File: src/rtl/divisor_pkg.sv
// divisor_pkg: shared FSM state type and sizing constants for the sequential divider.
package divisor_pkg;
   localparam int MAX_WIDTH = 32;
   localparam int COUNT_W = $clog2(MAX_WIDTH + 1);
   typedef enum logic [1:0] {IDLE, RUN, DONE} state_t;
endpackage

File: src/rtl/subtrator_n.sv
// subtrator_n: N-bit subtractor returning the difference and the borrow-out.
module subtrator_n #(
   parameter int N = 9
) (
   input  logic [N-1:0] a,
   input  logic [N-1:0] b,
   output logic [N-1:0] diff,
   output logic         borrow
);
   assign {borrow, diff} = {1'b0, a} - {1'b0, b};
endmodule

File: src/rtl/divisor_sequencial.sv
// divisor_sequencial: restoring divider, one quotient bit per cycle, optional signed mode.
// Outputs are registered from the FSM state, so they trail it by one cycle.
module divisor_sequencial
   import divisor_pkg::*;
#(
   parameter int WIDTH = 8,
   parameter bit SIGNED_EN = 1
) (
   input  logic             clk,
   input  logic             rst,
   input  logic             start,
   input  logic             sgn,
   input  logic [WIDTH-1:0] A,
   input  logic [WIDTH-1:0] B,
   output logic             busy,
   output logic             done,
   output logic [WIDTH-1:0] Q,
   output logic [WIDTH-1:0] R,
   output logic             ERR,
   output logic             OVF
);
   state_t state_q, state_d;
   logic [COUNT_W-1:0] count_q, count_d;
   logic [WIDTH-1:0] a_q, a_d, b_q, b_d, q_q, q_d, r_q, r_d;
   logic [WIDTH:0] p_q, p_d, shifted, diff;
   logic neg_q_q, neg_q_d, neg_r_q, neg_r_d, op_err_q, op_err_d, op_ovf_q, op_ovf_d;
   logic busy_q, busy_d, done_q, done_d, err_q, err_d, ovf_q, ovf_d;
   logic s, borrow, accept, bz;
   logic [WIDTH-1:0] a_mag, b_mag;
   assign s = SIGNED_EN && sgn;
   assign a_mag = (s && A[WIDTH-1]) ? -A : A;
   assign b_mag = (s && B[WIDTH-1]) ? -B : B;
   assign bz = (B == '0);
   assign accept = start && (state_q != RUN);
   assign shifted = {p_q[WIDTH-1:0], a_q[WIDTH-1]};
   subtrator_n #(.N(WIDTH + 1)) u_sub (
      .a(shifted),
      .b({1'b0, b_q}),
      .diff(diff),
      .borrow(borrow)
   );
   always_comb begin
      state_d = state_q;
      count_d = count_q;
      a_d = a_q;
      b_d = b_q;
      p_d = p_q;
      neg_q_d = neg_q_q;
      neg_r_d = neg_r_q;
      op_err_d = op_err_q;
      op_ovf_d = op_ovf_q;
      busy_d = (state_q == RUN);
      done_d = (state_q == DONE);
      q_d = q_q;
      r_d = r_q;
      err_d = err_q;
      ovf_d = ovf_q;
      if (state_q == RUN) begin
         p_d = borrow ? shifted : diff;
         a_d = {a_q[WIDTH-2:0], ~borrow};
         count_d = count_q - COUNT_W'(1);
         state_d = (count_q == COUNT_W'(1)) ? DONE : RUN;
      end
      if (state_q == DONE) begin
         q_d = neg_q_q ? -a_q : a_q;
         r_d = neg_r_q ? -p_q[WIDTH-1:0] : p_q[WIDTH-1:0];
         err_d = op_err_q;
         ovf_d = op_ovf_q;
         state_d = IDLE;
      end
      // divide-by-zero preloads the result registers so DONE formats it like any other result
      if (accept) begin
         state_d = bz ? DONE : RUN;
         count_d = bz ? '0 : COUNT_W'(WIDTH);
         a_d = bz ? '1 : a_mag;
         b_d = b_mag;
         p_d = bz ? {1'b0, A} : '0;
         neg_q_d = !bz && s && (A[WIDTH-1] ^ B[WIDTH-1]);
         neg_r_d = !bz && s && A[WIDTH-1];
         op_err_d = bz;
         op_ovf_d = s && (A == {1'b1, {(WIDTH-1){1'b0}}}) && (B == '1);
      end
   end
   always_ff @(posedge clk) begin
      if (rst) begin
         state_q <= IDLE;
         count_q <= '0;
         a_q <= '0;
         b_q <= '0;
         p_q <= '0;
         neg_q_q <= 1'b0;
         neg_r_q <= 1'b0;
         op_err_q <= 1'b0;
         op_ovf_q <= 1'b0;
         busy_q <= 1'b0;
         done_q <= 1'b0;
         q_q <= '0;
         r_q <= '0;
         err_q <= 1'b0;
         ovf_q <= 1'b0;
      end else begin
         state_q <= state_d;
         count_q <= count_d;
         a_q <= a_d;
         b_q <= b_d;
         p_q <= p_d;
         neg_q_q <= neg_q_d;
         neg_r_q <= neg_r_d;
         op_err_q <= op_err_d;
         op_ovf_q <= op_ovf_d;
         busy_q <= busy_d;
         done_q <= done_d;
         q_q <= q_d;
         r_q <= r_d;
         err_q <= err_d;
         ovf_q <= ovf_d;
      end
   end
   assign busy = busy_q;
   assign done = done_q;
   assign Q = q_q;
   assign R = r_q;
   assign ERR = err_q;
   assign OVF = ovf_q;
endmodule

File: config.mk
export PLATFORM = sky130hd
export DESIGN_NAME = divisor_sequencial
export DESIGN_NICKNAME = d
export VERILOG_FILES = /design/src/rtl/divisor_pkg.sv /design/src/rtl/subtrator_n.sv /design/src/rtl/divisor_sequencial.sv
export SDC_FILE = /design/constraint.sdc
export NUM_CORES = 1
export LEC_CHECK = 0
export CORE_UTILIZATION = 45
export CTS_CLUSTER_DIAMETER = 120
export CTS_CLUSTER_SIZE = 10
export DETAILED_ROUTE_END_ITERATION = 12
export GPL_TIMING_DRIVEN = 0
export PLACE_DENSITY = 0.77
export SYNTH_ARGS = -nofsm -noshare
export SYNTH_HDL_FRONTEND = slang
export SYNTH_SLANG_ARGS = --single-unit
File: constraint.sdc
create_clock -name clk -period 2.1 [get_ports clk]
set_clock_uncertainty 0.2 [all_clocks]
set_input_delay 0.315 -clock clk [delete_from_list [all_inputs] [get_ports clk]]
set_output_delay 0.315 -clock clk [all_outputs]
set_load 0.01 [all_outputs]
==> results of run 1 <==
[logic make-up after synthesis]
group	count (synthesis)
xor gates and xnor gates	25
adders and majority gates	18
buffers and inverters	45
and+or+nand+nor	138
AOI/OAI and AO/OA	112
muxes	11
DFF	56
[cell usage after synthesis, drive strengths merged (3+ instances only)]
| cell type | n |
|---|---|
| buf | 7 |
| a21oi | 33 |
| a211oi | 26 |
| o21a | 4 |
| mux2i | 9 |
| xnor2 | 15 |
| nand3 | 4 |
| nand2 | 31 |
| clkbuf | 15 |
| nand2b | 6 |
| nor3 | 12 |
| nor2 | 65 |
| a21o | 4 |
| o21ai | 7 |
| inv | 23 |
| nor2b | 8 |
| a31oi | 4 |
| ha | 17 |
| a311oi | 5 |
| o31ai | 9 |
| a2bb2oi | 4 |
| o21bai | 3 |
| xor2 | 10 |
| dfxtp | 56 |
| o22ai | 3 |
[power groups by stage]
stage	Combinational [mW]	Sequential, mW	Clock [mW]
after floorplan	0.757	1.29	0
after global placement	1.03	1.30	0
after detailed placement	1.05	1.31	0
after CTS	1.18	1.28	0.627
after global routing	1.49	1.31	0.667
final	1.37	1.29	0.618
[stage by stage]
stage,std cells,power (mW),instance area [um^2],setup WS (ns),TNS (ns)
2_1_floorplan,405,2.052,3263,-0.01253,-0.01253
6_report,561,3.277,4204,-0.04366,-0.06919
4_1_cts,558,3.093,4048,0.004320,0
3_3_place_gp,540,2.332,3774,-0.4352,-9.059
3_5_place_dp,540,2.361,3774,-0.4140,-8.952
5_1_grt,561,3.464,4204,-0.1425,-0.4399
[critical path: stages, from the launching register on]
cell,delay [ns]
sky130_fd_sc_hd__dfxtp_2,0.41
sky130_fd_sc_hd__ha_2,0.33
sky130_fd_sc_hd__nor2b_2,0.17
sky130_fd_sc_hd__o31a_1,0.26
sky130_fd_sc_hd__o21a_1,0.19
sky130_fd_sc_hd__o21a_1,0.18
sky130_fd_sc_hd__nor3_2,0.21
sky130_fd_sc_hd__a21o_1,0.15
[layout make-up]
cell class | count | area (um^2) | share of cell area, %
Clock inverter | 1 | 7.507 | 0.1786
Multi-Input combinational cell | 304 | 2147 | 51.07
Inverter | 23 | 86.33 | 2.054
Timing Repair Buffer | 53 | 515.5 | 12.26
Sequential cell | 56 | 1136 | 27.02
Buffer | 21 | 105.1 | 2.500
Tap cell | 96 | 120.1 | 2.857
Clock buffer | 7 | 86.33 | 2.054
[worst paths after layout]
check	from	endpoint	slack (ns)
hold / removal	B[0]	b_q[0]	0.15
hold reg to reg	op_ovf_q	op_ovf_q	0.27
setup / recovery	p_q[1]	p_q[6]	-0.04
setup reg to reg	p_q[1]	p_q[6]	-0.04
[registers in the layout (all words and copies together), names as in the netlist]
register and count:
busy 1, b_q 8, neg_q_q 1, OVF 1
neg_r_q 1, count_q 6, op_ovf_q 1, op_err_q 1
state_q 2, R 8, a_q 8, ERR 1
done 1, Q 8, p_q 8
[cells in the final DEF (no fill, tap or decap), types with 12 or more instances in the layout]
| master | n |
|---|---|
| sky130_fd_sc_hd__a21oi_1 | 27 |
| sky130_fd_sc_hd__xnor2_1 | 15 |
| sky130_fd_sc_hd__inv_1 | 19 |
| sky130_fd_sc_hd__clkdlybuf4s50_1 | 34 |
| sky130_fd_sc_hd__nand2_1 | 29 |
| sky130_fd_sc_hd__nor2_1 | 62 |
| sky130_fd_sc_hd__dfxtp_1 | 48 |
| sky130_fd_sc_hd__clkbuf_1 | 12 |
| sky130_fd_sc_hd__buf_4 | 12 |
| sky130_fd_sc_hd__a211oi_1 | 24 |
[repair_timing]
action / 4_1_cts / 5_1_grt
pin swaps: 7 / 12
gates resized for setup: 33 / 40
setup buffers: 11 / 4
setup endpoints to repair: 23 / 27
[routing by layer]
layer | wire length [um] | track usage (%) | vias up
li1 | - | - | 1538
met1 | 3916 | 31.85 | 1482
met2 | 4077 | 38.30 | 143
met3 | 597 | 3.507 | 15
met4 | 169 | 7.601 | 0
met5 | 0 | 0 | -
==> Implementation_results.wiki, run 1 <==
{| class="wikitable"
! Metric !! Value
|-
| Status || complete, but fails checks
|-
| Violated checks || negative setup slack
|-
| Die width || between 80 and 90 um
|-
| 1st-iter DRT viols || between 300 and 400
|-
| Setup Viol. Count Final || 3
|-
| Worst setup EP type || flip-flop
|-
| Number of synthesized flops with an enable pin || 0
|-
| Clock net sink count || 56
|-
| Power density over cell area || roughly 780 mW/mm^2
|-
| Clock power frac || a little under a fifth
|-
| Warnings from Yosys || 0
|-
| Count of endpoints failing hold in the final timing report || 0
|-
| Type of the worst setup path || reg -> reg
|-
| Drt wl/cell || ~16 um
|-
| Antenna violations before repair || 0
|-
| Area of the mapped netlist || 0.003263 mm^2
|-
| Main combinational cell family by area after synthesis || compound AO/OA/AOI/OAI gates
|-
| Drc violations || 0
|-
| Kind of launch point of the worst setup path || flip-flop
|-
| Highest clock rate || 466.5 MHz
|-
| Layout overhead on the synthesized area || 28.83%
|-
| Gpl congestion || around 0.87
|-
| Hold slack final || around 0.15 ns
|-
| Depth of the CTS H-tree || 2
|-
| Effective utilization at floorplan || around 47%
|-
| Avg Inst Size Synth || about 8.1 um^2
|-
| Share of the clock period used by the worst path after layout || 102.1%
|-
| Leading area contributor after synthesis || sky130_fd_sc_hd__dfxtp_1
|-
| Height of the chip || about 87 um
|-
| Worst slew margin relative to its limit || between 60% and 70%
|-
| Register-to-Register Path Depth || 7
|-
| Number of detailed-route iterations in the first pass || 7
|-
| Worst vdd rail ir drop || around 0.0003 V
|-
| Port-buffer cells || 39
|-
| Wire length of the first global-routing pass || about 14000 um
|-
| Pin count of the biggest net entering global routing || 17
|-
| GRT Util Overall || 23.46%
|-
| Cell variety after synth || 48
|-
| Synth Area in Simple Gates || between 10% and 20%
|-
| Unrepaired setup endpoints after global routing || true
|-
| Register share of total power || around two fifths
|-
| Xor-xnor portion of the synthesized cell area || 6.710%
|-
| Adder and majority gate portion of the synthesized area || ~7%
|-
| CTS tree || yes
|-
| Internal || around 2.1 mW
|-
| Vias in the first global route || approximately 2900
|-
| Post-synthesis async set-or-reset flop share || 0%
|-
| Number of placement rows || 30
|-
| Antenna cells || 0
|-
| Number of vias per cell || between 5 and 6
|-
| Longest Clk Path Bufs || 2
|-
| Maximum fanout along the worst path || 6
|-
| Arrival @ worst endpoint || between 2 and 2.5 ns
|-
| Compound-cell area share of the yosys netlist || 23.73%
|-
| Overall die area || about 0.0076 mm^2
|-
| Number of fill cells || between 600 and 700
|-
| CTS Hold Buffers Added || 0
|-
| Flops & latches, synth || 56
|-
| Max_cap viols || 0
|-
| Setup ws final || -0.04366 ns
|-
| Post-synthesis instance total || 405
|-
| Fin util || about three fifths
|-
| Multiplexer fraction of the synthesized cell area || under 10%
|-
| Classification of the worst-slack hold path || in -> reg
|-
| Grt total ovfl || 0
|-
| Relative contribution of combinational cells to total power || between 40% and 50%
|-
| Core area || slightly below 0.007 mm^2
|-
| Switching power of the nets || between 1 and 1.5 mW
|-
| Overall routed net length || 8760 um
|-
| Cell leakage power || about 1.6 nW
|-
| Max-slew violation total from the final report || 0
|-
| Share of the synthesized area in the top cell type || between 30% and 40%
|-
| Cell depth of the worst min-delay path || 3
|-
| Total vias in the final route || 3178
|-
| Sequential-to-total area share from yosys stat || between 30% and 40%
|-
| Switching fraction of total power || a little over a third
|-
| Antenna-violating nets left || 0
|-
| Placed wire-length estimate after detailed placement || just over 6000 um
|-
| Clock buffers created by TritonCTS || 5
|-
| Most used DFF post-synth || sky130_fd_sc_hd__dfxtp_1
|-
| Layout cell share with drive strength beyond 1 || 16.99%
|-
| Slew at the pin closest to its max-slew limit || 0.5560 ns
|-
| Min Clock Period, post-route || approximately 2.1 ns
|-
| Ranking of synthesized cells by area || sky130_fd_sc_hd__dfxtp_1 (34%), sky130_fd_sc_hd__nor2_1 (7.5%), sky130_fd_sc_hd__ha_1 (6.5%), sky130_fd_sc_hd__a211oi_1 (5.8%), sky130_fd_sc_hd__a21oi_1 (5.1%)
|-
| Worst Path Required || roughly 2.2 ns
|-
| Final-stage net count || between 500 and 600
|-
| Root Driver || sky130_fd_sc_hd__clkbuf_8
|-
| Clock Latency Late Sink || approximately 0.31 ns
|-
| Clock slew at reported path FFs || 0.10 ns
|-
| Syn nets || ~440
|-
| Boundary pin count || 40
|}
No activity file was read; power rests on OpenSTA's default activity.
==> inputs of run 2 (changes only) <==
--- a/config.mk
+++ b/config.mk
@@ -6,7 +6,6 @@
 export NUM_CORES = 1
 export LEC_CHECK = 0
 export CORE_UTILIZATION = 45
-export CTS_CLUSTER_DIAMETER = 120
 export CTS_CLUSTER_SIZE = 10
 export DETAILED_ROUTE_END_ITERATION = 12
 export GPL_TIMING_DRIVEN = 0
@@ -14,3 +13,4 @@
 export SYNTH_ARGS = -nofsm -noshare
 export SYNTH_HDL_FRONTEND = slang
 export SYNTH_SLANG_ARGS = --single-unit
+export TNS_END_PERCENT = 50
==> Implementation_results.wiki, run 2 (synthesis results as in run 1) <==
{| class="wikitable"
! Metric !! Value
|-
| Status || complete, but fails checks
|-
| Violated checks || negative setup slack
|-
| Setup Viol. Count Final || 4
|-
| Worst setup EP type || flip-flop
|-
| Overall die area || between 0.007 and 0.008 mm^2
|-
| Height of the chip || ~87 um
|-
| Arrival @ worst endpoint || between 2 and 2.5 ns
|-
| Slew at the pin closest to its max-slew limit || 0.5532 ns
|-
| Gpl congestion || roughly 0.87
|-
| Layout overhead on the synthesized area || 29.18%
|-
| Vias in the first global route || roughly 2900
|-
| Number of fill cells || 627
|-
| Port-buffer cells || 39
|-
| Setup ws final || -0.09470 ns
|-
| Share of the clock period used by the worst path after layout || 104.5%
|-
| Number of detailed-route iterations in the first pass || 7
|-
| Maximum fanout along the worst path || 4
|-
| CTS Hold Buffers Added || 0
|-
| Core area || 0.006907 mm^2
|-
| Drc violations || 0
|-
| Cell depth of the worst min-delay path || 3
|-
| Total vias in the final route || 3211
|-
| Max_cap viols || 0
|-
| Highest-count cells in the layout ignoring fill and taps || sky130_fd_sc_hd__nor2_1 (63), sky130_fd_sc_hd__dfxtp_1 (48), sky130_fd_sc_hd__clkdlybuf4s50_1 (34)
|-
| Classification of the worst-slack hold path || in -> reg
|-
| Worst Path Required || 2.11 ns
|-
| Register-to-Register Path Depth || 9
|-
| Antenna-violating nets left || 0
|-
| Power consumption || 3.319 mW
|-
| Pin count of the biggest net entering global routing || 17
|-
| Clock slew at reported path FFs || around 0.1 ns
|-
| 1st-iter DRT viols || 311
|-
| GRT Util Overall || a little under a quarter
|-
| Count of endpoints failing hold in the final timing report || 0
|-
| Longest Clk Path Bufs || 2
|-
| Effective utilization at floorplan || around 47%
|-
| Clock net sink count || 56
|-
| Layout cell share with drive strength beyond 1 || 17.02%
|-
| Number of placement rows || 30
|-
| Worst vdd rail ir drop || 0.0003127 V
|-
| Final-stage net count || just over 500
|-
| Highest clock rate || ~460 MHz
|-
| Clock Latency Late Sink || 0.31 ns
|-
| Total negative slack || -0.2488 ns
|-
| Antenna cells || 0
|-
| Type of the worst setup path || reg -> reg
|-
| Die width || a little under 90 um
|-
| Min Clock Period, post-route || between 2 and 2.5 ns
|-
| Kind of launch point of the worst setup path || flip-flop
|-
| CTS tree || yes
|-
| Worst slew margin relative to its limit || a little over three fifths
|-
| Fin util || a little over 60%
|-
| Root Driver || sky130_fd_sc_hd__clkbuf_8
|-
| FF-to-FF setup slack || -0.09 ns
|-
| Grt total ovfl || 0
|-
| Drt wl/cell || roughly 16 um
|-
| Max-slew violation total from the final report || 0
|-
| Worst reg2reg path startpoint || b_q[6]
|-
| Overall routed net length || 8852 um
|-
| Number of vias per cell || 5.673
|-
| Depth of the CTS H-tree || 2
|-
| Unrepaired setup endpoints after global routing || true
|-
| Antenna violations before repair || 0
|-
| Most common library cell in the layout ignoring fill and taps || sky130_fd_sc_hd__nor2_1
|-
| Boundary pin count || 40
|-
| Worst reg2reg path endpoint || p_q[6]
|-
| Cell leakage power || approximately 1.6 nW
|-
| WHS Endpoint || b_q[1]
|-
| Worst hold path startpoint || B[1]
|-
| Power density over cell area || 787.4 mW/mm^2
|-
| Wire length of the first global-routing pass || 13700 um
|-
| Clock buffers created by TritonCTS || 5
|-
| Placed wire-length estimate after detailed placement || 6142 um
|}
[run 2: worst max-delay path: stages, from the launching register on]
cell and delay (ns):
sky130_fd_sc_hd__dfxtp_1 0.35, sky130_fd_sc_hd__inv_1 0.06, sky130_fd_sc_hd__ha_1 0.35, sky130_fd_sc_hd__nand2_1 0.14, sky130_fd_sc_hd__nor2_2 0.27, sky130_fd_sc_hd__a211oi_4 0.11, sky130_fd_sc_hd__buf_4 0.14, sky130_fd_sc_hd__buf_6 0.11
sky130_fd_sc_hd__a31o_1 0.20, sky130_fd_sc_hd__a21o_1 0.16
[run 2: layout make-up]
class                   instances  area [um^2]  share of cell area [%]
clock inverters                 1        7.507                  0.1781
well taps                      96        120.1                   2.850
multi-input cells             304         2128                   50.49
clock buffers                   7        86.33                   2.048
repair buffers                 58        545.5                   12.94
inverters                      23        86.33                   2.048
plain buffers                  21        105.1                   2.493
flip-flops and latches         56         1136                   26.95
[run 2: routing by layer]
metal / GRT usage (%) / share of wire, % / vias to the layer above
met4: 7.601 / 1.5 / 0
li1: - / - / 1550
met1: 31.62 / 45 / 1497
met2: 38.08 / 47 / 147
met5: 0 / 0 / -
met3: 3.507 / 6.6 / 17
[run 2: report_power, final]
part           total (mW)  internal, mW  switching (mW)
clock               0.620         0.269           0.351
combinational        1.41         0.669           0.740
sequential           1.29          1.18           0.110
total                3.32          2.12            1.20
[run 2: through the flow]
| step | std cells | area, um^2 | setup WS, ns | hold WS (ns) |
|---|---|---|---|---|
| floorplan | 405 | 3263 | -0.01253 | 0.2316 |
| global placement | 540 | 3774 | -0.4352 | 0.2383 |
| detailed placement | 540 | 3774 | -0.4140 | 0.2540 |
| CTS | 556 | 4031 | 0.004320 | 0.2591 |
| global route | 566 | 4215 | -0.1665 | 0.2042 |
| finish | 566 | 4215 | -0.09470 | 0.1758 |
[run 2: worst max path at each step]
stage / startpoint / endpoint / slack, ns
2_1_floorplan: p_q[2] / p_q[1] / -0.01
3_5_place_dp: start / op_ovf_q / -0.41
3_3_place_gp: start / op_ovf_q / -0.44
4_1_cts: b_q[2] / a_q[0] / 0.004
6_report: b_q[6] / p_q[6] / -0.09
5_1_grt: b_q[3] / p_q[7] / -0.17
[run 2: timing repair]
item,in CTS,in global routing
buffers inserted,9,10
endpoints found under the setup margin,23,24
pin swaps,7,11
gates resized for setup,34,34
